--- src/rtl/spiker_seq_pkg.sv ---
// Shared state encoding and sizing helpers for the spiker frame sequencer.
package spiker_seq_pkg;

    typedef enum logic [2:0] {
        IDLE  = 3'd0,
        LOAD  = 3'd1,
        ISSUE = 3'd2,
        WAIT  = 3'd3,
        ACCUM = 3'd4,
        DONE  = 3'd5
    } state_e;

    localparam logic [2:0] ST_IDLE  = IDLE;
    localparam logic [2:0] ST_LOAD  = LOAD;
    localparam logic [2:0] ST_ISSUE = ISSUE;
    localparam logic [2:0] ST_WAIT  = WAIT;
    localparam logic [2:0] ST_ACCUM = ACCUM;
    localparam logic [2:0] ST_DONE  = DONE;

    function automatic int ceil_div(input int a, input int b);
        return (a + b - 1) / b;
    endfunction

    localparam int DEF_WIDTH    = 32;
    localparam int DEF_N_SPIKES = 784;
    localparam int DEF_N_WORDS  = ceil_div(DEF_N_SPIKES, DEF_WIDTH);

endpackage

--- src/rtl/spiker_count_bank.sv ---
// Per-neuron saturating spike counters; clear has priority over increment.
module spiker_count_bank
    import spiker_seq_pkg::*;
#(
    parameter int N_OUT = 10,
    parameter int CNT_W = 8
) (
    input  logic                     clk_i,
    input  logic                     rst_i,
    input  logic                     clr_i,
    input  logic                     inc_en_i,
    input  logic [N_OUT-1:0]         inc_i,
    output logic [N_OUT*CNT_W-1:0]   counts_o
);

    localparam logic [CNT_W-1:0] CNT_MAX = '1;

    logic [N_OUT*CNT_W-1:0] cnt_q;
    logic [N_OUT*CNT_W-1:0] cnt_d;

    always_comb begin
        cnt_d = cnt_q;
        if (clr_i) begin
            cnt_d = '0;
        end else if (inc_en_i) begin
            for (int j = 0; j < N_OUT; j++) begin
                if (inc_i[j] && (cnt_q[j*CNT_W +: CNT_W] != CNT_MAX)) begin
                    cnt_d[j*CNT_W +: CNT_W] = cnt_q[j*CNT_W +: CNT_W] + CNT_W'(1);
                end
            end
        end
    end

    always_ff @(posedge clk_i) begin
        if (rst_i) begin
            cnt_q <= '0;
        end else begin
            cnt_q <= cnt_d;
        end
    end

    assign counts_o = cnt_q;

endmodule

--- src/rtl/spiker_frame_sequencer.sv ---
// Snapshots a spike frame from register words, replays it to the spiking core for
// n_steps timesteps over valid/ready, and accumulates per-neuron output spike counts.
//
// state | meaning
// IDLE  | waiting for start
// LOAD  | copying one register word per cycle into the frame
// ISSUE | presenting the frame to the core until ready
// WAIT  | waiting for the core result, bounded by TIMEOUT
// ACCUM | adding the registered result into the counters
// DONE  | run finished (or timed out); counts held
module spiker_frame_sequencer
    import spiker_seq_pkg::*;
#(
    parameter int WIDTH    = DEF_WIDTH,
    parameter int N_SPIKES = DEF_N_SPIKES,
    parameter int N_OUT    = 10,
    parameter int CNT_W    = 8,
    parameter int STEP_W   = 8,
    parameter int TIMEOUT  = 1024,
    localparam int N_WORDS = ceil_div(N_SPIKES, WIDTH)
) (
    input  logic                       clk_i,
    input  logic                       rst_i,
    input  logic                       start_i,
    input  logic                       clear_i,
    input  logic [STEP_W-1:0]          n_steps_i,
    input  logic [N_WORDS*WIDTH-1:0]   spikes_i,
    output logic [N_SPIKES-1:0]        core_data_o,
    output logic                       core_valid_o,
    input  logic                       core_ready_i,
    input  logic [N_OUT-1:0]           core_res_i,
    input  logic                       core_res_vld_i,
    output logic [N_OUT*CNT_W-1:0]     counts_o,
    output logic                       busy_o,
    output logic                       done_o,
    output logic                       error_o
);

    localparam int PAD_W  = N_WORDS * WIDTH;
    localparam int WORD_W = (N_WORDS > 1) ? $clog2(N_WORDS) : 1;
    localparam int TMO_W  = (TIMEOUT > 1) ? $clog2(TIMEOUT) : 1;
    localparam logic [WORD_W-1:0] LAST_WORD = WORD_W'(N_WORDS - 1);
    localparam logic [TMO_W-1:0]  TMO_LAST  = TMO_W'(TIMEOUT - 1);

    logic [2:0]        state_q,  state_d;
    logic [WORD_W-1:0] word_q,   word_d;
    logic [STEP_W-1:0] step_q,   step_d;
    logic [STEP_W-1:0] nsteps_q, nsteps_d;
    logic [TMO_W-1:0]  tmo_q,    tmo_d;
    logic [PAD_W-1:0]  pad_q,    pad_d;
    logic [N_OUT-1:0]  res_q,    res_d;
    logic              done_q,   done_d;
    logic              err_q,    err_d;
    logic              cnt_clr;
    logic              cnt_inc;
    int                base;

    always_comb begin
        state_d  = state_q;
        word_d   = word_q;
        step_d   = step_q;
        nsteps_d = nsteps_q;
        tmo_d    = tmo_q;
        pad_d    = pad_q;
        res_d    = res_q;
        done_d   = done_q;
        err_d    = err_q;
        cnt_clr  = 1'b0;
        cnt_inc  = 1'b0;
        base     = int'(word_q) * WIDTH;

        case (state_q)
            ST_IDLE, ST_DONE: begin
                // start takes precedence over clear when both arrive together
                if (start_i) begin
                    nsteps_d = n_steps_i;
                    cnt_clr  = 1'b1;
                    done_d   = 1'b0;
                    err_d    = 1'b0;
                    word_d   = '0;
                    step_d   = '0;
                    state_d  = ST_LOAD;
                end else if ((state_q == ST_DONE) && clear_i) begin
                    done_d  = 1'b0;
                    err_d   = 1'b0;
                    state_d = ST_IDLE;
                end
            end
            ST_LOAD: begin
                pad_d[base +: WIDTH] = spikes_i[base +: WIDTH];
                if (word_q == LAST_WORD) begin
                    if (nsteps_q == '0) begin
                        done_d  = 1'b1;
                        state_d = ST_DONE;
                    end else begin
                        state_d = ST_ISSUE;
                    end
                end else begin
                    word_d = word_q + WORD_W'(1);
                end
            end
            ST_ISSUE: begin
                if (core_ready_i) begin
                    tmo_d   = '0;
                    state_d = ST_WAIT;
                end
            end
            ST_WAIT: begin
                if (core_res_vld_i) begin
                    res_d   = core_res_i;
                    state_d = ST_ACCUM;
                end else if (tmo_q == TMO_LAST) begin
                    err_d   = 1'b1;
                    done_d  = 1'b1;
                    state_d = ST_DONE;
                end else begin
                    tmo_d = tmo_q + TMO_W'(1);
                end
            end
            ST_ACCUM: begin
                cnt_inc = 1'b1;
                step_d  = step_q + STEP_W'(1);
                if (step_d == nsteps_q) begin
                    done_d  = 1'b1;
                    state_d = ST_DONE;
                end else begin
                    state_d = ST_ISSUE;
                end
            end
            default: state_d = ST_IDLE;
        endcase
    end

    always_ff @(posedge clk_i) begin
        if (rst_i) begin
            state_q  <= ST_IDLE;
            word_q   <= '0;
            step_q   <= '0;
            nsteps_q <= '0;
            tmo_q    <= '0;
            pad_q    <= '0;
            res_q    <= '0;
            done_q   <= 1'b0;
            err_q    <= 1'b0;
        end else begin
            state_q  <= state_d;
            word_q   <= word_d;
            step_q   <= step_d;
            nsteps_q <= nsteps_d;
            tmo_q    <= tmo_d;
            pad_q    <= pad_d;
            res_q    <= res_d;
            done_q   <= done_d;
            err_q    <= err_d;
        end
    end

    spiker_count_bank #(
        .N_OUT (N_OUT),
        .CNT_W (CNT_W)
    ) u_count_bank (
        .clk_i    (clk_i),
        .rst_i    (rst_i),
        .clr_i    (cnt_clr),
        .inc_en_i (cnt_inc),
        .inc_i    (res_q),
        .counts_o (counts_o)
    );

    // padding bits of the last word never reach the core
    assign core_data_o  = pad_q[N_SPIKES-1:0];
    assign core_valid_o = (state_q == ST_ISSUE);
    assign busy_o       = (state_q != ST_IDLE) && (state_q != ST_DONE);
    assign done_o       = done_q;
    assign error_o      = err_q;

endmodule

--- config.mk ---
export PLATFORM = sky130hd
export DESIGN_NAME = spiker_frame_sequencer
export DESIGN_NICKNAME = d
export VERILOG_FILES = /design/src/rtl/spiker_seq_pkg.sv /design/src/rtl/spiker_count_bank.sv /design/src/rtl/spiker_frame_sequencer.sv
export SDC_FILE = /design/constraint.sdc
export NUM_CORES = 2
export LEC_CHECK = 0
export ABC_AREA = 1
export CAP_MARGIN = 30
export CORE_AREA = 2 2 656 658
export CTS_CLUSTER_DIAMETER = 100
export DETAILED_ROUTE_END_ITERATION = 10
export DIE_AREA = 0 0 658 660
export PLACE_DENSITY = 0.3
export SLEW_MARGIN = 30
export SYNTH_ARGS = -nofsm -noshare
export SYNTH_HDL_FRONTEND = slang
export SYNTH_SLANG_ARGS = --single-unit
--- constraint.sdc ---
create_clock -name clk_i -period 3.5 [get_ports clk_i]
set_input_delay 0.35 -clock clk_i [delete_from_list [all_inputs] [get_ports clk_i]]
set_output_delay 0.35 -clock clk_i [all_outputs]
set_load 0.02 [all_outputs]
# After elaboration in Yosys (flattened, before gate mapping)
# Index checks and enable logic that the tools add are counted.
# op_classes
n_addsub,14
multipliers,0
div,0
n_lt_le_gt_ge,0
n_eq_ne,30
shifts,3
n_mux,31
bitwise,0
reduce_logical,40
# op_table
op,count
$bwmux 800,1
$shift 32x33->800 const A,1
$shiftx 32x33->800,1
$shiftx 800x11->32,1
$add 8x1->8 const B,11
$ne 8x8->1 const B,10
$neg 10->33,1
$mux 10,3
$reduce_and 2->1,13
$mux 3,8
$pmux 10 s2,1
$ne 2x2->1 const B,8
$pmux 8 s2,1
$pmux 3 s5,1
$logic_and 1x1->1,12
$reduce_and 4->1,3
$add 10x1->10 const B,1
$eq 10x10->1 const B,1
$mux 1,10
$mux 5,2
$pmux 5 s2,1
$ne 3x3->1 const B,3
$eq 8x8->1,1
$logic_not 8->1,1
16 further kinds,22
# totals
regBits,926
latchBits,0
ram_bits,0
mem_bits_ro,0
input_bits,824
output_inout_bits,868
word_cells,137
mem_count,0

# Logic depth before layout (Yosys ltp)
# depth
ltp_word,5
mapped_depth,21
mapped_depth_nobuf,15

# Cells and area by module
# A second synthesis with hierarchy kept.
# unflattened
hier_cells,7035
area_unflattened_um2,44521.4
# modules_own_cells
module,n_inst,cells_per_inst,area_per_inst_um2,seq_area_each_um2
spiker_frame_sequencer,1,6329,40167.3,16615.9
spiker_count_bank,1,706,4354.2,1601.5

# Worst setup path before layout
# OpenSTA, ideal clock, no wires.
# synth_timing
path_type,reg2reg
startpoint,reg word_q[0]
endpoint,reg pad_q[354]
setup_ns,0.128
arrival_ns,3.100
t_required_ns,3.372
slack_ns,0.272
path_stages_with_launch,17
path_buffers,6
period_less_slack_ns,3.228
path_cell_list,dfxtp_1 buf_4 inv_2 buf_4 buf_2 buf_2 buf_1 ha_1 nand2_1 nor2_1 ha_1 nand3_4 nor2_4 nand2_2 nor2_2 buf_1 a21oi_1
# synth_between
elab_chain_cells,3
elab_cells_between_ends,5
cone_classes,add/sub: 1; shift: 3; mux: 1
# synth_lines
item,line,source
from (decl),spiker_frame_sequencer.sv:46,"logic [WORD_W-1:0] word_q, word_d;"
from (signal assigned),spiker_frame_sequencer.sv:147,word_q <= word_d;
$shiftx 800x11->32 / $neg 10->33 (equally long branches),spiker_frame_sequencer.sv:90,pad_d[base +: WIDTH] = spikes_i[base +: WIDTH];
$shiftx 32x33->800 / $shift 32x33->800 (equally long branches),spiker_frame_sequencer.sv:90,
$bwmux 800 *,spiker_frame_sequencer.sv:90,
to (signal assigned),spiker_frame_sequencer.sv:151,pad_q <= pad_d;
to (decl),spiker_frame_sequencer.sv:50,"logic [PAD_W-1:0] pad_q, pad_d;"
# Mark *: on every way between the ends. The rest lies on a longest branch, timed or not.
# A chain may end at the register's enable or synchronous reset.

# Worst setup path after layout
# layout_timing
startpoint,reg word_q[1]
endpoint,reg pad_q[749]
# The elaborated chain is that of the path after synthesis.

==> impl_metrics.yaml <==
status:
  status: "finished clean"
cells_and_area:
  final_nets: 8703
  syn2layout_area_growth_pct: 75.4
  final_layout_size_suffix_gt1_share_pct: 9.44
pwr:
  power.density_nw_per_um2: 544
  ir_drop_mv: 0.414
  total_leakage_power_nw: 27.4
floorplanning:
  io_pins: 1692
  dieArea_um2: 434000
  start_util_pct: 9.79
  core_area_um2: 427000
  die_h_um: 660
  die_x_um: 658
  rows: 240
yosys:
  synth_top_cell_by_area: "dfxtp_1"
  synthesis.nets: 6953
  synth_top_family_by_area: "simple AND/OR/NAND/NOR gates"
  ys_seq_area_share_pct: 43.6
  yosysWarningCount: 0
  synth_simple_gate_area_share_pct: 24.4
  synth_mux_area_share_pct: 0
  synthAdderAreaFrac_pct: 0.449
  netlist_area_um2: 41800
  synthDistinctLibCells: 36
  syn_inst: 6114
  synth_seq_cells: 910
  yosys-top-cells-area: "dfxtp_1 (44%), o21ai_0 (11%), a21oi_1 (9.8%), nand2_1 (9.3%), nor2_1 (7.3%)"
  synth.top_cell.area_share_pct: 43.6
  synth_compound_area_share_pct: 22.4
  synth_area_per_cell_um2: 6.83
  synthXorXnorAreaFrac_pct: 0.590
flow_run:
  drv_cap: 0
global_routing:
  grt_antenna_before_repair: 125
  grt_max_degree: 138
  grt.overflow.total: 0
  grt_pass1_wl_mm: 506
  track_usage_pct: 17.4
  grt_pass1_vias: 49700
timing:
  tightest_slew_ns: 1.04
  rsz0062_at_grt: "true"
  setup_viol: 0
  worst_clock_skew_ns: 0.0797
  min_period_ns: 3.42
  hold_viol: 0
  slew_violations: 0
  slew_headroom_pct: 30.5
  finalCritPeriodShare_pct: 97.7
  setup_ws_ns: 0.0789
  max_freq_mhz: 292
  whs_ns: 0.115
cts:
  cts_tree: "yes"
  cts_max_path_buffers: 4
  htreeDepth: 3
  cts-root-buf: "clkbuf_16"
  clock_latency_ns: 0.93
  cts_sinks: 910
  numCtsBuffers: 124
  path_clk_slew_ns: 0.06
routing:
  drt_iter0_markers: 4036
  wire_per_inst_um: 28.8
  vias: 50700
  ant_nets: 0
  vias_per_cell: 3.70
  dr.pass1.iters: 6
  drc: 0
  finalWirelength_mm: 394
place:
  dpl_worst_slack_ns: -0.207
  dp_hpwl_mm: 328
  io_buffers: 1691
  gp_congestion: 0.902
critical_path:
  cp-start-kind: "flip-flop"
  worst-setup-path-type: "flip-flop to flip-flop"
  endpoint_kind: "flip-flop"
  cp.arrival_ns: 4.26
  critical_path.max_fanout: 37
  worstPathRequired_ns: 4.34
worst_hold_path:
  hold_path.class: "primary input to flip-flop"
-- synth_stat cells (all sizes together) --
| cell type | count |
|---|---|
| nand2 | 1034 |
| o21ai | 974 |
| dfxtp | 910 |
| nor2 | 855 |
| a21oi | 822 |
| nand3 | 444 |
| inv | 414 |
| buf | 233 |
| clkbuf | 220 |
| o211ai | 38 |
| or2 | 37 |
| nor3 | 35 |
| nand4 | 25 |
| xor2 | 19 |
| ha | 15 |
| nor3b | 9 |
| nor4 | 9 |
| xnor2 | 7 |
| a211oi | 6 |
| clkinv | 2 |
| o21a | 2 |
| a21o | 1 |
| a31o | 1 |
| nand3b | 1 |
| o31ai | 1 |
-- layout by cell type, fill, tap and decap left out, types with 28 or more instances in the layout --
cell and n:
a21oi_1 822, buf_12 161, buf_4 223, clkbuf_16 126, clkbuf_8 28, clkdlybuf4s50_1 1690, dfxtp_1 906, diode_2 50
inv_1 370, inv_2 40, nand2_1 1024, nand3_1 437, nor2_1 797, nor2_4 32, nor3_1 32, o211ai_1 38
o21ai_0 896, o21ai_1 78, or2_2 37
-- layer usage --
metal  track usage [%]  wire length (µm)  up-vias
li1                  -                 -    23800
met1              22.9            176000    24600
met2              27.8            176000     1882
met3              4.71             29300      368
met4              4.83             12000       58
met5                 0               396        -
-- metrics by stage --
stage	TNS [ns]	std cells	util (%)	instance area (µm²)	power (mW)
finish	0	13700	17.2	73300	39.9
global route	-0.148	13700	17.2	73200	42.0
CTS	0	13600	17.1	73100	41.0
detailed placement	-2.70	13400	16.2	68900	27.3
global placement	-10.25	13400	16.1	68900	27.4
floorplan	0	6114	-	41800	17.0
-- report_power, final --
group          internal, mW  switching [mW]  total, mW
sequential             10.5           0.116       10.6
clock                  7.77            5.47       13.2
combinational          4.89            11.1       16.0
-- critical path: stages, from the launching register on --
cell      delay (ns)
dfxtp_4         0.39
clkinv_8        0.24
buf_4           0.31
nor2_1          0.28
o21ai_0         0.28
nand3_1         0.20
nand3_1         0.10
nand2_1         0.30
nand3_1         0.13
buf_4           0.21
nor2_2          0.16
buf_12          0.17
nand2_1         0.30
a21oi_1         0.24
-- final timing paths --
kind                     end  slack (ns)  cells after the start           from
setup / recovery  pad_q[749]        0.08                     13      word_q[1]
hold / removal      res_q[0]        0.11                      3  core_res_i[0]
setup reg to reg  pad_q[749]        0.08                     13      word_q[1]
hold reg to reg     res_q[9]        0.46                      2       res_q[9]
-- repair_timing --
action / CTS / global route
resized for setup: 5 / 14
hold buffers: 1 / 0
endpoints found under the setup margin: 43 / 46
buffers inserted: 0 / 0
pin swaps: 0 / 0
hold endpoints to repair: 10 / 0
-- cells by family (layout without fill, tap and decap cells) --
logic type,count (synthesis),in the layout
AO/OA/AOI/OAI,1845,1845
XOR/XNOR,26,26
adder cells (fa/ha/maj),15,15
buffers and inverters,869,2717
flip-flops,910,910
other,0,50
AND/OR/NAND/NOR,2449,2449
-- sequential cells by signal, indices dropped and copies added (netlist names) --
register               count
tmo_q                     10
done_o                     1
pad_q                    784
step_q                     8
u_count_bank.counts_o     80
res_q                     10
nsteps_q                   8
error_o                    1
word_q                     5
state_q                    3
-- cell type report --
type / instances / area (µm²)
inverters: 416 / 1590
fillers: 48400 / 353000
multi-input cells: 4335 / 20200
well taps: 5687 / 7120
clock inverters: 45 / 538
diodes: 50 / 125
repair buffers: 2077 / 21900
flip-flops and latches: 910 / 18200
clock buffers: 179 / 3630
No activity file was read; power rests on OpenSTA's default activity.
